## src/rtl/lc3_mem_pkg.sv

```systemverilog
// ============================================================================
// Module : lc3_mem_pkg
// Brief  : Shared types and default widths for the LC-3 memory-access unit.
// Rev    : 1.0  initial release
// ============================================================================
`default_nettype none

package lc3_mem_pkg;

  localparam int c_DATA_W      = 16;
  localparam int c_ADDR_W      = 16;
  localparam int c_TIMEOUT_CYC = 255;

  typedef enum logic [1:0] {
    IDLE = 2'd0,
    REQ  = 2'd1,
    DONE = 2'd2
  } state_t;

  typedef enum logic {
    OP_RD = 1'b0,
    OP_WR = 1'b1
  } op_t;

endpackage

`default_nettype wire

```

## src/rtl/lc3_mem_timer.sv

```systemverilog
// ============================================================================
// Module : lc3_mem_timer
// Brief  : Saturating wait-cycle counter with synchronous clear, count enable
//          and an expire flag raised when the count equals LIMIT.
//          Only built when LC3_MEM_TIMEOUT_EN is defined.
// Rev    : 1.0  initial release
// ============================================================================
`default_nettype none

`ifdef LC3_MEM_TIMEOUT_EN
module lc3_mem_timer #(
  parameter int LIMIT = 255
) (
  input  logic clk,
  input  logic reset,
  input  logic i_clr,
  input  logic i_en,
  output logic o_expire
);

  localparam int CNT_W = (LIMIT < 2) ? 1 : $clog2(LIMIT + 1);

  logic [CNT_W-1:0] r_cnt;

  // Count wait cycles; clear wins over enable, and the count holds at LIMIT.
  always_ff @(posedge clk or posedge reset) begin
    if (reset) begin
      r_cnt <= '0;
    end else if (i_clr) begin
      r_cnt <= '0;
    end else if (i_en && !o_expire) begin
      r_cnt <= r_cnt + 1'b1;
    end
  end

  assign o_expire = (r_cnt == CNT_W'(LIMIT));

endmodule
`endif

`default_nettype wire

```

## src/rtl/lc3_mem_port.sv

```systemverilog
// ============================================================================
// Module : lc3_mem_port
// Brief  : LC-3 memory-access unit. Holds MAR/MDR, loads them from the
//          datapath bus and runs read/write transactions to a variable
//          latency memory over a valid/ready handshake.
//          Optional macro LC3_MEM_TIMEOUT_EN adds a wait-cycle abort with a
//          sticky error flag.
// Rev    : 1.0  initial release
// ============================================================================
`default_nettype none

module lc3_mem_port
  import lc3_mem_pkg::*;
#(
  parameter int DATA_W      = c_DATA_W,
  parameter int ADDR_W      = c_ADDR_W,
  parameter int TIMEOUT_CYC = c_TIMEOUT_CYC
) (
  input  logic              clk,
  input  logic              reset,
  input  logic [DATA_W-1:0] i_bus_in,
  input  logic              i_ld_mar,
  input  logic              i_ld_mdr,
  input  logic              i_rd_req,
  input  logic              i_wr_req,
  output logic              o_busy,
  output logic              o_done,
  output logic              o_err,
  output logic [ADDR_W-1:0] o_mar,
  output logic [DATA_W-1:0] o_mdr,
  output logic              o_mem_valid,
  output logic              o_mem_we,
  output logic [ADDR_W-1:0] o_mem_addr,
  output logic [DATA_W-1:0] o_mem_wdata,
  input  logic              i_mem_ready,
  input  logic [DATA_W-1:0] i_mem_rdata
);

  // Reject configurations where the MAR cannot be taken from the bus.
  if (ADDR_W > DATA_W || TIMEOUT_CYC < 1) begin : g_param_check
    $error("lc3_mem_port: need ADDR_W <= DATA_W and TIMEOUT_CYC >= 1");
  end

  state_t            r_state;
  state_t            w_state_nxt;
  op_t               r_op;
  logic [ADDR_W-1:0] r_mar;
  logic [DATA_W-1:0] r_mdr;

  logic w_busy;
  logic w_done;
  logic w_accept;     // new request taken this cycle (IDLE or DONE)
  logic w_complete;   // memory finished the request this cycle
  logic w_abort;      // wait limit hit without mem_ready

  assign w_accept   = !w_busy && (i_rd_req || i_wr_req);
  assign w_complete = w_busy && i_mem_ready;

`ifdef LC3_MEM_TIMEOUT_EN
  logic w_expire;
  logic r_err;

  lc3_mem_timer #(
    .LIMIT (TIMEOUT_CYC)
  ) u_timer (
    .clk      (clk),
    .reset    (reset),
    .i_clr    (w_accept),
    .i_en     (w_busy && !i_mem_ready),
    .o_expire (w_expire)
  );

  assign w_abort = w_busy && !i_mem_ready && w_expire;

  // Sticky timeout flag, cleared by the next accepted request.
  always_ff @(posedge clk or posedge reset) begin
    if (reset) begin
      r_err <= 1'b0;
    end else if (w_accept) begin
      r_err <= 1'b0;
    end else if (w_abort) begin
      r_err <= 1'b1;
    end
  end

  assign o_err = r_err;
`else
  assign w_abort = 1'b0;
  assign o_err   = 1'b0;
`endif

  // State register.
  always_ff @(posedge clk or posedge reset) begin
    if (reset) begin
      r_state <= IDLE;
    end else begin
      r_state <= w_state_nxt;
    end
  end

  // Next-state and state-decoded outputs.
  always_comb begin
    w_state_nxt = r_state;
    w_busy      = 1'b0;
    w_done      = 1'b0;
    case (r_state)
      IDLE: begin
        if (i_rd_req || i_wr_req) w_state_nxt = REQ;
      end
      REQ: begin
        w_busy = 1'b1;
        if (i_mem_ready || w_abort) w_state_nxt = DONE;
      end
      DONE: begin
        w_done = 1'b1;
        // Back-to-back request skips IDLE.
        w_state_nxt = (i_rd_req || i_wr_req) ? REQ : IDLE;
      end
      default: w_state_nxt = IDLE;
    endcase
  end

  // Latch the operation at acceptance; a simultaneous read beats a write.
  always_ff @(posedge clk or posedge reset) begin
    if (reset) begin
      r_op <= OP_RD;
    end else if (w_accept) begin
      r_op <= i_rd_req ? OP_RD : OP_WR;
    end
  end

  // MAR loads from the bus only while no transaction is in flight.
  always_ff @(posedge clk or posedge reset) begin
    if (reset) begin
      r_mar <= '0;
    end else if (!w_busy && i_ld_mar) begin
      r_mar <= i_bus_in[ADDR_W-1:0];
    end
  end

  // MDR takes read data on completion, or a bus load while not busy.
  always_ff @(posedge clk or posedge reset) begin
    if (reset) begin
      r_mdr <= '0;
    end else if (w_complete && (r_op == OP_RD)) begin
      r_mdr <= i_mem_rdata;
    end else if (!w_busy && i_ld_mdr) begin
      r_mdr <= i_bus_in;
    end
  end

  // MAR/MDR cannot change during REQ, so the request fields hold stable.
  assign o_busy      = w_busy;
  assign o_done      = w_done;
  assign o_mar       = r_mar;
  assign o_mdr       = r_mdr;
  assign o_mem_valid = w_busy;
  assign o_mem_we    = w_busy && (r_op == OP_WR);
  assign o_mem_addr  = r_mar;
  assign o_mem_wdata = r_mdr;

endmodule

`default_nettype wire

```

## config.mk

```make
export PLATFORM = sky130hd
export DESIGN_NAME = lc3_mem_port
export DESIGN_NICKNAME = d
export VERILOG_FILES = /design/src/rtl/lc3_mem_pkg.sv /design/src/rtl/lc3_mem_timer.sv /design/src/rtl/lc3_mem_port.sv
export SDC_FILE = /design/constraint.sdc
export NUM_CORES = 1
export LEC_CHECK = 0
export ABC_CLOCK_PERIOD_IN_PS = 3500
export CAP_MARGIN = 30
export CORE_ASPECT_RATIO = 2
export CORE_UTILIZATION = 41
export CTS_BUF_LIST = sky130_fd_sc_hd__clkbuf_16
export DETAILED_ROUTE_END_ITERATION = 12
export PLACE_DENSITY = 0.83
export SYNTH_ARGS = -nofsm -noshare
export SYNTH_HDL_FRONTEND = slang
export SYNTH_SLANG_ARGS = --single-unit
```

## constraint.sdc

```tcl
create_clock -name clk -period 3.5 [get_ports clk]
set_input_delay 0.525 -clock clk [delete_from_list [all_inputs] [get_ports clk]]
set_output_delay 0.525 -clock clk [all_outputs]
set_load 0.01 [all_outputs]
```

==> out/results.tsv <==
stage	metric	value	unit
timing	fin_crit_sh	0.698	
yosys	yosysUniqueCellTypes	21	
worst_setup_path	critPathRequiredTime	2970	ps
worst_setup_path	r2r_end	o_mdr[11]	
power_and_ir_drop	p_leak	1.17	nW
power_and_ir_drop	power.total	2.68	mW
yosys	syn_area	1840	um2
timing	hold_viol	0	
clock_network	path_clk_slew	50	ps
worst_setup_path	path_max_fanout	21	
timing	maxSlewViolCount	0	
floorplan	die_h	96.7	um
timing	fmax	0.409	GHz
floorplan	die_area	4770	um2
grt	grt_pass1_vias	1568	
run	drv_cap	0	
worst_setup_path	start_kind	flop	
yosys	synth.ff_latch_count	35	
yosys	synth-seq-area-share	0.476	
clock_network	clock-root-buffer	clkbuf_16	
worst_setup_path	crit_type	flop to primary output	
worst_setup_path	reg2reg_from	r_op	
floorplan	initial_core_util	0.424	
clock_network	clkLatencyLatePin	280	ps
worst_setup_path	cp_data_arrival_time	1920	ps
placement	routabilityCongestion	0.758	
route	first_iter_violations	30	
timing	setup-tns-final	0	ps
route	vias	1483	
placement	hpwl	3290	um
worst_setup_path	r2r_setup_slack	1850	ps
placement	port_buffers	106	
min_path	holdPathStages	1	
route	via_per_inst	4.96	
floorplan	dieWidth	49.4	um
timing	post-route-min-period	2440	ps
timing	hold_ws	535	ps
min_path	min-delay-start	o_mar[8]	
finish	final_common_cell	clkdlybuf4s50_1	
finish	fin_util	0.642	
floorplan	core	4340	um2
finish	antenna_cells	0	
min_path	min_to	o_mar[8]	
grt	antenna_found_initial	0	
grt	grt.total_usage	0.197	
timing	rsz0062_at_grt	no	
timing	worst_pin_slew	602	ps
clock_network	cts_max_level	2	
timing	slew_headroom	0.598	
timing	setup_viol	0	
power_and_ir_drop	irDropWorstVdd	588	uV
min_path	min_path_type	flop to flop	
yosys	yosysWarnings	0	
finish	fillCellCount	366	
grt	overflow	0	
grt	grt_pass1_wl	7170	um
floorplan	num_rows	34	
worst_setup_path	rr_worst_depth	4	
clock_network	cts_sinks	35	
yosys	syn_avg_cell_area	10.6	um2
route	firstDrtPassIters	7	
grt	grt_max_degree	36	
clock_network	cts_resized	0	
finish	final_cell_mix	clkdlybuf4s50_1 (106), dfrtp_1 (35), nor2_1 (17)	
clock_network	hold_buffers	0	
timing	clock_skew	3.59	ps
clock_network	postCtsSetupBuffers	0	
run_status	status	finished clean	
power_and_ir_drop	p_per_area	962	nW/um2
clock_network	clock_path_buffers	2	
route	drc	0	
yosys	synthCells	174	
finish	nets	283	
finish	drive_gt1_frac	0.106	
clock_network	cts_buffers	5	
yosys	synth_nets	213	
clock_network	cts_tree	built	
floorplan	io_pins	108	
route	totalWireLength	4410	um
route	wl_per_cell	14.7	um
route	drtAntennaViolNets	0	
worst_setup_path	end_kind	primary output	
finish	synthToLayoutAreaGrowth	51.4	%
-- Yosys cell counts --
cell type	n	share of area
buf_4	36	0.15
and2_1	2	0.0068
nand3_1	16	0.044
nand4bb_1	1	0.0061
inv_1	2	0.0041
dfrtp_1	35	0.48
inv_2	1	0.0020
conb_1	1	0.0020
mux2_2	6	0.037
a21oi_1	2	0.0054
o21ai_0	16	0.044
a31oi_1	16	0.054
clkbuf_2	1	0.0027
nand2_4	1	0.0061
nand2b_4	1	0.0075
nor2_1	17	0.035
buf_2	5	0.014
o22ai_1	1	0.0034
buf_6	3	0.018
and2b_1	1	0.0041
mux2_4	10	0.082
-- metal layers --
| layer | wire, um | vias up | GRT usage |
|---|---|---|---|
| met2 | 2450 | 69 | 0.356 |
| li1 | - | 704 | - |
| met4 | 101 | 0 | 0.0995 |
| met1 | 1620 | 702 | 0.198 |
| met3 | 243 | 8 | 0.0535 |
| met5 | 0 | - | 0 |
-- how the worst max path moves through the flow --
stage                          start       end  slack [ps]  cells after the start
after floorplan           r_state[1]  o_mem_we        2020                      4
after global placement      i_ld_mdr  o_mdr[5]        1260                      4
after detailed placement    i_ld_mdr  o_mdr[4]        1220                      4
after CTS                 r_state[1]  o_mem_we        1050                      4
after global routing      r_state[1]  o_mem_we         950                      4
final                     r_state[1]  o_mem_we        1060                      4
-- power by group --
part | internal [mW] | switching [mW] | leakage [nW] | total (mW)
registers | 0.612 | 0.168 | 0.413 | 0.780
logic | 0.909 | 0.580 | 0.683 | 1.49
clock network | 0.256 | 0.153 | 0.0701 | 0.409
total | 1.78 | 0.901 | 1.17 | 2.68
-- final cells by class --
class	count	area, um2	share of cell area
Multi-Input combinational cell	91	618	0.222
Sequential cell	35	876	0.314
Inverter	3	11.3	0.00404
Clock inverter	3	11.3	0.00404
Clock buffer	5	125	0.0449
Timing Repair Buffer	108	1080	0.386
Tap cell	54	67.6	0.0243
-- registers in the layout, summed over array words and instances (netlist names) --
signal / cells
o_mar: 16
o_mdr: 16
r_state: 2
r_op: 1
-- cells by family (layout without fill, tap and decap cells) --
logic type,Yosys count,in the layout,share of synthesized area
compound gates,35,35,0.107
buf+inv,48,119,0.188
flops,35,35,0.476
mux,16,16,0.118
other cells,1,1,0.00204
simple gates,39,39,0.109
-- stage by stage --
step                cell area (um2)  cells  setup WS (ps)
floorplan                      1840    174           2020
finish                         2790    299           1060
detailed placement             2650    291           1220
global route                   2790    299            952
global placement               2650    291           1260
CTS                            2790    299           1050
-- worst max-delay path, cell delays in order (launching register included) --
cell             delay (ps)
dfrtp_1                 380
nand2b_4                260
inv_2                   290
and2_1                  170
clkdlybuf4s50_1         530
No activity file was read; power rests on OpenSTA's default activity.
==> variant: new RTL, config.mk and constraints unchanged <==
Set the package constant `c_DATA_W` to 32 (it was 16).
--- a/src/rtl/lc3_mem_pkg.sv
+++ b/src/rtl/lc3_mem_pkg.sv
@@ -7,7 +7,7 @@
 
 package lc3_mem_pkg;
 
-  localparam int c_DATA_W      = 16;
+  localparam int c_DATA_W      = 32;
   localparam int c_ADDR_W      = 16;
   localparam int c_TIMEOUT_CYC = 255;
 
Ports: changed (resized i_bus_in, i_mem_rdata, o_mdr and o_mem_wdata); port bits go from 108 to 172. The function was not compared with the original's and may differ.
==> variant against the unedited design <==
- worst setup slack got worse by 93 ps
- cell area rose by 52%
- highest routed layer unchanged
- largest power group unchanged
- count of clock-buffer cells in the layout did not move
- critical path type unchanged
- sequential cell count rose by 16
- worst hold slack got worse by 6.7 ps
- non-clock buffer count rose by 65
- via count rose by 67%
- synthesized area rose by 45%
- wire length rose by 75%
- power rose by 49%
==> variant: results (changes against the unedited design) <==
[outcome]
status=complete, no violations  ; unchanged

[placement]
place.gp.congestion=0.761  ; was 0.758
place_ws_ps=1030  ; was 1220 ps
port_buffers=170  ; was 106
dp_hpwl_um=5510  ; was 3290 µm
place_inst=468  ; was 291

[critical_path]
reg2reg_depth=3  ; was 4
critPathMaxFanout=36  ; was 21
critPathTopFamily=buffers and inverters  ; unchanged

[detailed_routing]
dr_wl_met3_um=443  ; was 243 µm
drt_wl_total_um=7720  ; was 4410 µm
m1WireLength_um=2730  ; was 1620 µm
vias_per_cell=5.22  ; was 4.96
drt_pass1_iterations=4  ; was 7
dr_wl_met2_um=4260  ; was 2450 µm
post_drt_wl_per_cell_um=16.2  ; was 14.7 µm
drtIter0Drc=128  ; was 30

[final_layout]
drive_gt1_share_pct=8.21  ; was 10.6%
final_net_count=460  ; was 283

[synthesis]
syn_area_per_cell_um2=9.52  ; was 10.6 µm²
ys_seq_area_share_pct=47.7  ; was 47.6%
synth_common_cells=buf_4, dfrtp_1, nor2_1, a31oi_1, nand3_1  ; was buf_4, dfrtp_1, nor2_1
syn-num-nets=352  ; was 213
synth_flop_cell=dfrtp_1  ; unchanged
ys_types=24  ; was 21
ys_top_cells_by_area=dfrtp_1, buf_4, a31oi_1  ; was dfrtp_1, buf_4, mux2_4

[power_and_ir_drop]
p_per_area_nw_per_um2=943  ; was 962 nW/µm²
ir_drop_mv=0.522  ; was 0.588 mV
p_int_uw=2610  ; was 1780 µW
p_leak_uw=0.00168  ; was 0.00117 µW

[timing]
fin_worst_skew_ps=3.84  ; was 3.59 ps

[grt]
grtUsageMet2_pct=40.8  ; was 35.6%
grtUsageMet1_pct=25.3  ; was 19.8%
grt_max_degree=65  ; was 36
grt_pass1_wl_um=11800  ; was 7170 µm
grt_use_met3_pct=2.77  ; was 5.35%
grt_pass1_vias=2452  ; was 1568
grt_usage_pct=22.5  ; was 19.7%

[cts]
path_clk_slew_ps=70  ; was 50 ps

==> variant: cell types whose count changed in the layout (fill, tap and decap cells not counted), sizes merged, moves of 2 or more <==
cell           before  now
a31oi              16   32
bufinv              0    2
clkdlybuf4s50     106  170
clkinv              2    0
dfrtp              35   51
nand3              16   32
nor2               17   33
o21ai              16   32
==> variant: worst paths after layout <==
check	from	to	slack [ps]
max	r_state[1]$_DFFE_PP0P_	o_mem_we	960
min	o_mar[4]$_DFFE_PP0P_	o_mar[4]$_DFFE_PP0P_	530
max reg2reg	r_op$_DFFE_PP0P_	o_mdr[29]$_DFFE_PP0P_	1730
min reg2reg	o_mar[4]$_DFFE_PP0P_	o_mar[4]$_DFFE_PP0P_	530
max in group asynchronous	reset	o_mdr[3]$_DFFE_PP0P_	2350
min in group asynchronous	reset	o_mdr[19]$_DFFE_PP0P_	620
==> variant: layout make-up <==
class / count / area [µm²] / share of cell area (%)
inverter: 3 / 11.3 / 0.266
sequential: 51 / 1280 / 30.1
clock inverter: 3 / 67.6 / 1.59
multi-input combinational: 155 / 915 / 21.6
tap: 86 / 108 / 2.54
clock buffer: 5 / 125 / 2.95
timing repair buffer: 173 / 1740 / 41.0
==> variant: stage by stage <==
step / instance area, µm² / total power, µW
3_5_place_dp: 4050 / 3400
6_report: 4240 / 4000
4_1_cts: 4240 / 4030
3_3_place_gp: 4030 / 3320
2_1_floorplan: 2680 / 2390
5_1_grt: 4240 / 4250
==> variant: logic make-up (layout without fill, tap and decap cells) <==
group / Yosys count / count (layout) / share of synthesized area, %
compound gates: 67 / 67 / 14.1
buf+inv: 75 / 184 / 18.8
flops: 51 / 51 / 47.7
simple gates: 71 / 71 / 12.4
mux: 16 / 16 / 6.88
other cells: 1 / 1 / 0.140
